**src/rtl/mem_arb_pkg.sv**
```systemverilog
// Shared types and default sizes for the I/D memory arbiter.
package mem_arb_pkg;

  typedef enum logic [1:0] {IDLE, READ, WRITE, DONE} state_e;
  typedef enum logic {OWN_I, OWN_D} owner_e;

  localparam int DEF_ADDR_W    = 16;
  localparam int DEF_DATA_W    = 16;
  localparam int DEF_BURST_LEN = 8;
  localparam int DEF_IDX_W     = 3;

endpackage

```
**src/rtl/arb_burst_ctr.sv**
```systemverilog
// Issue and return word counters for one line-fill burst.
// Both counters are held at zero while clr_i is high and saturate at the
// last index; the terminal flags mark the final word of the line.
module arb_burst_ctr #(
  parameter int IDX_W = 3
) (
  input  logic             clk,
  input  logic             rst_n,
  input  logic             clr_i,
  input  logic             issue_inc_i,
  input  logic             ret_inc_i,
  output logic [IDX_W-1:0] issue_cnt_o,
  output logic [IDX_W-1:0] ret_cnt_o,
  output logic             issue_last_o,
  output logic             ret_last_o
);

  logic [IDX_W-1:0] issue_q, issue_d;
  logic [IDX_W-1:0] ret_q, ret_d;

  // Next-count selection: clear wins, otherwise step on the increment strobe.
  always_comb begin
    issue_d = issue_q;
    ret_d   = ret_q;
    if (clr_i) begin
      issue_d = '0;
      ret_d   = '0;
    end else begin
      if (issue_inc_i && !issue_last_o) issue_d = issue_q + IDX_W'(1);
      if (ret_inc_i && !ret_last_o)     ret_d   = ret_q + IDX_W'(1);
    end
  end

  // Counter registers.
  always_ff @(posedge clk) begin
    if (!rst_n) begin
      issue_q <= '0;
      ret_q   <= '0;
    end else begin
      issue_q <= issue_d;
      ret_q   <= ret_d;
    end
  end

  assign issue_cnt_o  = issue_q;
  assign ret_cnt_o    = ret_q;
  assign issue_last_o = (issue_q == {IDX_W{1'b1}});
  assign ret_last_o   = (ret_q == {IDX_W{1'b1}});

endmodule

```
**src/rtl/mem_arbiter.sv**
```systemverilog
// Shared backing-memory arbiter for the I-fetch and D-memory sides.
// Reads are BURST_LEN-word line fills, D writes are single-word write-through.
// Optional feature macro: ARB_RR_EN selects round-robin tie breaking
// (undefined: D side always wins a tie).
// Handshake: a side holds req high until its one-cycle done pulse and drops it
// the cycle after; requests are sampled only in IDLE, and every fill word is
// delivered as a one-cycle rvalid with rd_data/rd_idx.
module mem_arbiter import mem_arb_pkg::*; #(
  parameter int ADDR_W    = DEF_ADDR_W,
  parameter int DATA_W    = DEF_DATA_W,
  parameter int BURST_LEN = DEF_BURST_LEN,
  parameter int IDX_W     = DEF_IDX_W
) (
  input  logic              clk,
  input  logic              rst_n,
  input  logic              i_req,
  input  logic [ADDR_W-1:0] i_addr,
  input  logic              d_req,
  input  logic              d_wr,
  input  logic [ADDR_W-1:0] d_addr,
  input  logic [DATA_W-1:0] d_wdata,
  output logic              i_rvalid,
  output logic              d_rvalid,
  output logic [DATA_W-1:0] rd_data,
  output logic [IDX_W-1:0]  rd_idx,
  output logic              i_done,
  output logic              d_done,
  output logic              mem_en,
  output logic              mem_wr,
  output logic [ADDR_W-1:0] mem_addr,
  output logic [DATA_W-1:0] mem_wdata,
  input  logic [DATA_W-1:0] mem_rdata,
  input  logic              mem_rvalid,
  output logic              busy
);

  // Clears the byte-in-line bits, i.e. aligns to a 2*BURST_LEN-byte line.
  localparam logic [ADDR_W-1:0] LINE_MASK = ~ADDR_W'((2 * BURST_LEN) - 1);
  localparam logic [ADDR_W-1:0] WORD_MASK = ~ADDR_W'(1);

  // FSM state is kept in state_q for debug visibility and assertion binding.
  state_e            state_q;
  owner_e            owner_q;
  logic [ADDR_W-1:0] base_q;
  logic              mem_en_q, mem_wr_q;
  logic [ADDR_W-1:0] mem_addr_q;
  logic [DATA_W-1:0] mem_wdata_q;
  logic [DATA_W-1:0] rd_data_q;
  logic [IDX_W-1:0]  rd_idx_q;
  logic              i_rvalid_q, d_rvalid_q, i_done_q, d_done_q;

  owner_e            grant_d;
  logic [ADDR_W-1:0] grant_addr_d;
  logic              grant_wr_d;

  logic [IDX_W-1:0]  issue_cnt, ret_cnt, idx_nxt;
  logic              issue_last, ret_last;

`ifdef ARB_RR_EN
  owner_e last_q;
`endif

  // Grant selection from the live requests; only consumed in IDLE.
  always_comb begin
    grant_d = OWN_I;
    if (i_req && d_req) begin
`ifdef ARB_RR_EN
      grant_d = (last_q == OWN_D) ? OWN_I : OWN_D;
`else
      grant_d = OWN_D;
`endif
    end else if (d_req) begin
      grant_d = OWN_D;
    end
    grant_addr_d = (grant_d == OWN_D) ? d_addr : i_addr;
    grant_wr_d   = (grant_d == OWN_D) && d_wr;
  end

  assign idx_nxt = issue_cnt + IDX_W'(1);

  arb_burst_ctr #(.IDX_W(IDX_W)) u_ctr (
    .clk         (clk),
    .rst_n       (rst_n),
    .clr_i       (state_q == IDLE),
    .issue_inc_i ((state_q == READ) && mem_en_q),
    .ret_inc_i   ((state_q == READ) && mem_rvalid),
    .issue_cnt_o (issue_cnt),
    .ret_cnt_o   (ret_cnt),
    .issue_last_o(issue_last),
    .ret_last_o  (ret_last)
  );

  // Main sequencer: grant, issue/return bookkeeping and all registered outputs.
  always_ff @(posedge clk) begin
    if (!rst_n) begin
      state_q     <= IDLE;
      owner_q     <= OWN_I;
      base_q      <= '0;
      mem_en_q    <= 1'b0;
      mem_wr_q    <= 1'b0;
      mem_addr_q  <= '0;
      mem_wdata_q <= '0;
      rd_data_q   <= '0;
      rd_idx_q    <= '0;
      i_rvalid_q  <= 1'b0;
      d_rvalid_q  <= 1'b0;
      i_done_q    <= 1'b0;
      d_done_q    <= 1'b0;
`ifdef ARB_RR_EN
      last_q      <= OWN_I;
`endif
    end else begin
      i_rvalid_q <= 1'b0;
      d_rvalid_q <= 1'b0;
      i_done_q   <= 1'b0;
      d_done_q   <= 1'b0;
      case (state_q)
        IDLE: begin
          if (i_req || d_req) begin
            owner_q  <= grant_d;
            mem_en_q <= 1'b1;
`ifdef ARB_RR_EN
            last_q   <= grant_d;
`endif
            if (grant_wr_d) begin
              state_q     <= WRITE;
              mem_wr_q    <= 1'b1;
              mem_addr_q  <= d_addr & WORD_MASK;
              mem_wdata_q <= d_wdata;
            end else begin
              state_q    <= READ;
              mem_wr_q   <= 1'b0;
              base_q     <= grant_addr_d & LINE_MASK;
              mem_addr_q <= grant_addr_d & LINE_MASK;
            end
          end
        end
        READ: begin
          if (mem_en_q) begin
            if (issue_last) mem_en_q <= 1'b0;
            else            mem_addr_q <= base_q | ADDR_W'({idx_nxt, 1'b0});
          end
          if (mem_rvalid) begin
            rd_data_q <= mem_rdata;
            rd_idx_q  <= ret_cnt;
            if (owner_q == OWN_I) i_rvalid_q <= 1'b1;
            else                  d_rvalid_q <= 1'b1;
            if (ret_last) begin
              state_q <= DONE;
              if (owner_q == OWN_I) i_done_q <= 1'b1;
              else                  d_done_q <= 1'b1;
            end
          end
        end
        WRITE: begin
          mem_en_q <= 1'b0;
          mem_wr_q <= 1'b0;
          d_done_q <= 1'b1;
          state_q  <= DONE;
        end
        DONE:    state_q <= IDLE;
        default: state_q <= IDLE;
      endcase
    end
  end

  assign mem_en    = mem_en_q;
  assign mem_wr    = mem_wr_q;
  assign mem_addr  = mem_addr_q;
  assign mem_wdata = mem_wdata_q;
  assign rd_data   = rd_data_q;
  assign rd_idx    = rd_idx_q;
  assign i_rvalid  = i_rvalid_q;
  assign d_rvalid  = d_rvalid_q;
  assign i_done    = i_done_q;
  assign d_done    = d_done_q;
  assign busy      = (state_q != IDLE);

endmodule

```
**config.mk**
```make
export PLATFORM = sky130hd
export DESIGN_NAME = mem_arbiter
export DESIGN_NICKNAME = d
export VERILOG_FILES = /design/src/rtl/mem_arb_pkg.sv /design/src/rtl/arb_burst_ctr.sv /design/src/rtl/mem_arbiter.sv
export SDC_FILE = /design/constraint.sdc
export NUM_CORES = 1
export LEC_CHECK = 0
export BUFFER_PORTS_ARGS = -buffer_cell sky130_fd_sc_hd__buf_4
export CORE_MARGIN = 3
export CORE_UTILIZATION = 55
export CTS_BUF_LIST = sky130_fd_sc_hd__clkbuf_8
export DETAILED_ROUTE_END_ITERATION = 8
export HOLD_SLACK_MARGIN = 0.03
export PLACE_DENSITY = 0.88
export SYNTH_ARGS = -nofsm -noshare
export SYNTH_HDL_FRONTEND = slang
export SYNTH_SLANG_ARGS = --single-unit
```
**constraint.sdc**
```tcl
create_clock -name clk -period 2.8 [get_ports clk]
set_input_delay 0.28 -clock clk [delete_from_list [all_inputs] [get_ports clk]]
set_output_delay 0.28 -clock clk [all_outputs]
set_load 0.01 [all_outputs]
```
## Yosys cells after proc, flatten, opt, wreduce, memory -nomap -nowiden

Cells that the tools add are included.

- Flip-flop bits (word level): 78
- Output and inout port bits: 58
- Logic and storage cells: 80

- Add/subtract/negate cells: 2
- Equal/unequal tests: 10
- Multiplexer cells: 25
- Bitwise operators: 3
- Reduce and logical (&&, ||, !) cells: 25

Operator list:

| cell | count |
|---|---|
| $mux 16 | 5 |
| $pmux 16 s2 | 1 |
| $or 16x4->16 | 1 |
| $reduce_and 3->1 | 4 |
| $mux 1 | 11 |
| $mux 2 | 4 |
| $ne 2x2->1 const B | 4 |
| $pmux 2 s4 | 1 |
| $reduce_and 2->1 | 4 |
| $reduce_and 4->1 | 2 |
| $add 3x1->3 const B | 2 |
| $eq 3x3->1 const B | 2 |
| $logic_and 1x1->1 | 6 |
| $reduce_bool 2->1 | 3 |
| $eq 2x2->1 const B | 2 |
| $pmux 1 s2 | 2 |
| $pmux 1 s3 | 1 |
| $reduce_bool 3->1 | 1 |
| $eq 2x1->1 const B | 1 |
| $logic_not 1->1 | 2 |
| $logic_not 2->1 | 1 |
| $ne 2x1->1 const B | 1 |
| $not 1->1 | 2 |
| $reduce_or 2->1 | 1 |
| $logic_or 1x1->1 | 1 |

## Longest topological paths before layout

- Depth after elaboration: 6
- Mapped depth: 8
- Mapped depth without buffers: 5

## Cells and area by module

From an unflattened synthesis, not the netlist that was laid out.

- Cells, all modules: 381
- Area, all modules: 3450.8 sq um

By module, submodules not included:

| module | times used | cells an instance | area an instance (sq um) |
|---|---|---|---|
| mem_arbiter | 1 | 356 | 3166.8 |
| arb_burst_ctr | 1 | 25 | 284.0 |

## Worst setup path before layout

OpenSTA, ideal clock, no wires.

- Path type: register to register
- Start point: register state_q[0]
- End point: register mem_addr_q[14] (netlist: mem_addr[14])
- Library setup time: 72 ps
- Arrival time: 1562 ps
- Data required time: 2728 ps
- Slack: 1166 ps
- Stages on the path, launching flop included: 9
- Clock period less this slack: 1634 ps
- Cell sequence: dfxtp_1 -> inv_1 -> ha_1 -> buf_4 -> or3b_1 -> buf_6 -> o21ai_4 -> buf_12 -> mux2i_1

- Cells in the longest elaborated chain, start to end: 3
- Elaborated cells on any way between the ends: 8
- Classes of those cells: 4 x eq/ne; 1 x mux; 3 x reduce/logical

RTL lines:

| element | RTL line | RTL |
|---|---|---|
| start: declaration | mem_arbiter.sv:42 | `state_e state_q;` |
| start signal: assignment | mem_arbiter.sv:96 | `state_q <= IDLE;` |
| start signal: assignment | mem_arbiter.sv:126 | `state_q <= WRITE;` |
| start signal: assignment | mem_arbiter.sv:131 | `state_q <= READ;` |
| $eq 2x1->1 / $logic_not 2->1 (equally long branches) | mem_arbiter.sv:117 | `case (state_q)` |
| $ne 2x2->1 (no source line) / $reduce_bool 2->1 (equally long branches) | n/a |  |
| $reduce_and 4->1 (no source line) | n/a |  |
| end signal: assignment | mem_arbiter.sv:128 | `mem_addr_q <= d_addr & WORD_MASK;` |
| end signal: assignment | mem_arbiter.sv:134 | `mem_addr_q <= grant_addr_d & LINE_MASK;` |
| end signal: assignment | mem_arbiter.sv:141 | `else mem_addr_q <= base_q \| ADDR_W'({idx_nxt, 1'b0});` |
| end: declaration | mem_arbiter.sv:46 | `logic [ADDR_W-1:0] mem_addr_q;` |

Parallel ways exist; a longest one is shown, timed or not.
A chain may end at the register's enable or synchronous reset.

## Final worst setup path

- Start point: register state_q[1]
- End point: register mem_addr_q[15] (netlist: mem_addr[15])

The elaborated chain is that of the path after synthesis.

==> results.md <==
- Crit-path slowest cell: o21ai_4
- Routability cong.: 0.845
- Inserted Diodes: 0
- Outcome: finished clean
- First-pass DRT Iterations: 4
- Layout Skew: 8.39 ps
- Total CTS buffers: 9
- CTS H-tree depth: 3
- WP data arrival: 2360 ps
- Clk_lat worst skew: 360 ps
- Top Ports: 128
- Die area: 7100 sq um
- Setup TNS: 0 ps
- Rows: 27
- Critical path class: flop to flop
- Largest family of logic cells by synthesized area: simple AND/OR/NAND/NOR gates
- Vias: 3091
- Setup crit end kind: flop
- Clock net sink count: 77
- Peak VDD IR: 554 uV
- Gate Count Post-Synth: 388
- Most used DFF post-synth: dfxtp_1
- Die H: 84.3 um
- Post-synthesis mux area share: 9.66%
- Unrepaired setup endpoints after global routing: no
- CTS tree: built
- Achievable frequency: 481 MHz
- Crit-path max cell delay: 540 ps
- Data required, critical path: 3090 ps
- Finish-stage setup viols: 0
- Seq cells post-synth: 77
- Hold Path Class: input port to flop
- IO buf count: 121
- DP Wirelength: 6250 um
- Post-DRT Antenna Nets: 0
- Crit Path Max Fanout: 32
- Setup Buffers After CTS: 0
- CTS root buf: clkbuf_8
- DRT Wirelength: 8780 um
- First-pass GRT wire length: 14400 um
- Register area share after synthesis: 45.8%
- Max_slew headroom: 38.3%
- Synth Area in Adders: 2.60%
- Layout area overhead: 32.0%
- # Max-Cap Violations: 0
- Largest net degree at the start of global routing: 55
- Lkg Pwr: 1.92 nW
- Layout cells sized above 1: 30.8%
- Crit share post-route: 74.2%
- Die width: 84.3 um
- Number of synthesized flops with an enable pin: 0
- Vias in the first global route: 3010
- Simple-gate area share of the yosys netlist: 18.0%
- Fin crit period: 2080 ps
- Final Hold Fails: 0
- CTS max path bufs: 2
- Worst-path clk slew: 80 ps
- GRT Total Usage: 25.1%
- Synth Area in XOR/XNOR: 0.520%
- Initial Utilization: 59.0%
- Layout Nets: 569
- Critical Path, Cell by Cell: inv_1 > ha_1 > buf_4 > nor2b_1 > o21ai_4 > mux2i_1
- Total grt overflow: 0
- Slew @ Worst Pin: 926 ps
- YS warnings: 0
- Async S/R FF share, synth: 0%
- Crit start category: flop
- Mean number of vias per cell: 5.44
- Synthesized area per cell: 8.68 sq um
- Mapped cell area: 3370 sq um
- Initial DRC Count: 187
- Final Max Slew Viols: 0
- Post-synthesis cell type count: 44
- CTS Hold Buffers Added: 0
- DRC: 0
- Area of the core: 5710 sq um
- Syn nets: 465
- PD cells: 886 nW/um^2
- Initial antenna violation count: 0
- Routed WL per cell: 15.5 um
- Synth Area in Compound Gates: 16.9%
- Post-Route Utilization: 77.9%
- PostCTS Resize Cnt: 0
==> layer usage <==
layer / part of all wire [%] / global-route usage (%) / up-vias
met5: 0 / 0 / -
met4: 1.3 / 7.89 / 0
met3: 7.1 / 7.75 / 11
met2: 51 / 42.8 / 101
met1: 41 / 30.3 / 1458
li1: - / - / 1521
==> path summary, 6_finish.rpt <==
| check | start | end | slack (ps) | cells after the start |
|---|---|---|---|---|
| setup / recovery | state_q[1]$_SDFFE_PN0P_ | mem_addr[15]$_SDFFE_PN0P_ | 720 | 6 |
| hold / removal | mem_rdata[10] | rd_data[10]$_SDFFE_PN0N_ | 160 | 3 |
| setup reg to reg | state_q[1]$_SDFFE_PN0P_ | mem_addr[15]$_SDFFE_PN0P_ | 720 | 6 |
| hold reg to reg | base_q[10]$_SDFFE_PN0P_ | base_q[10]$_SDFFE_PN0P_ | 450 | 2 |
==> critical path: cells and delay by family, from the launching register on <==
family	cells	cell delay, ps
simple gates	1	130
buf+inv	2	440
mux	1	270
compound gates	1	540
fa+ha+maj	1	290
flops	1	330
==> final cells by class <==
class / count / area [sq um]
clock buffers: 11 / 151
well taps: 72 / 90.1
flip-flops and latches: 77 / 1540
inverters: 16 / 60.1
multi-input cells: 265 / 1610
fillers: 395 / 1260
repair buffers: 123 / 923
clock inverters: 4 / 72.6
==> cell families (layout without fill, tap and decap cells) <==
kind of cell,Yosys count,in the layout
flip-flops,77,77
adder cells (fa/ha/maj),7,7
multiplexers,31,31
XOR/XNOR,2,2
AO/OA/AOI/OAI,88,88
buffers and inverters,46,154
AND/OR/NAND/NOR,136,136
other,1,1
==> Yosys cell counts, types with 2 or more instances <==
cell | n | share of area [%]
buf_4 | 3 | 0.67
nor2_1 | 12 | 1.3
nor3b_1 | 2 | 0.45
mux2i_1 | 19 | 5.6
a211oi_1 | 24 | 5.3
a21oi_1 | 39 | 5.8
o211ai_1 | 12 | 2.7
and3_1 | 2 | 0.37
nand2b_1 | 15 | 2.8
clkbuf_1 | 14 | 1.6
nor2b_1 | 2 | 0.37
mux2_2 | 12 | 4.0
nand4b_1 | 2 | 0.52
ha_1 | 7 | 2.6
buf_2 | 8 | 1.2
dfxtp_1 | 77 | 46
a21o_1 | 3 | 0.67
buf_1 | 2 | 0.22
inv_1 | 15 | 1.7
nand2_1 | 92 | 10
o21ai_0 | 3 | 0.45
==> placed cells by master, fill, tap and decap left out, drive strengths merged, types with 3 or more instances in the layout <==
cell type  count
mux2          12
ha             7
dfxtp         77
a21oi         39
clkbuf        11
o211ai        12
buf          123
a21o           3
inv           17
nand2b        15
nand2         92
nor2          12
mux2i         19
o21ai          4
a211oi        24
==> sequential cells by signal, summed over array words and instances (netlist names) <==
register and count:
mem_addr 15, i_done 1, rd_idx 3, u_ctr.ret_cnt_o 3, mem_wr 1, base_q 12, mem_en 1, d_rvalid 1
state_q 2, d_done 1, rd_data 16, i_rvalid 1, mem_wdata 16, u_ctr.issue_cnt_o 3, owner_q 1
==> where the power goes <==
| part | switching (mW) | total [mW] | internal, mW |
|---|---|---|---|
| clock network | 0.395 | 0.939 | 0.544 |
| registers | 0.129 | 1.45 | 1.32 |
| logic | 0.861 | 1.55 | 0.687 |
| total | 1.39 | 3.94 | 2.55 |
==> stage by stage <==
step / instance area, sq um / hold WS [ps] / total power [mW] / setup WS [ps] / cells
after floorplan: 3370 / 416 / 2.53 / 1170 / 388
after global placement: 4220 / 439 / 2.93 / 875 / 553
after detailed placement: 4220 / 442 / 3.00 / 753 / 553
after CTS: 4450 / 156 / 3.94 / 726 / 568
after global routing: 4450 / 138 / 4.17 / 580 / 568
final: 4450 / 164 / 3.94 / 722 / 568
(Power assumes the default switching activity.)
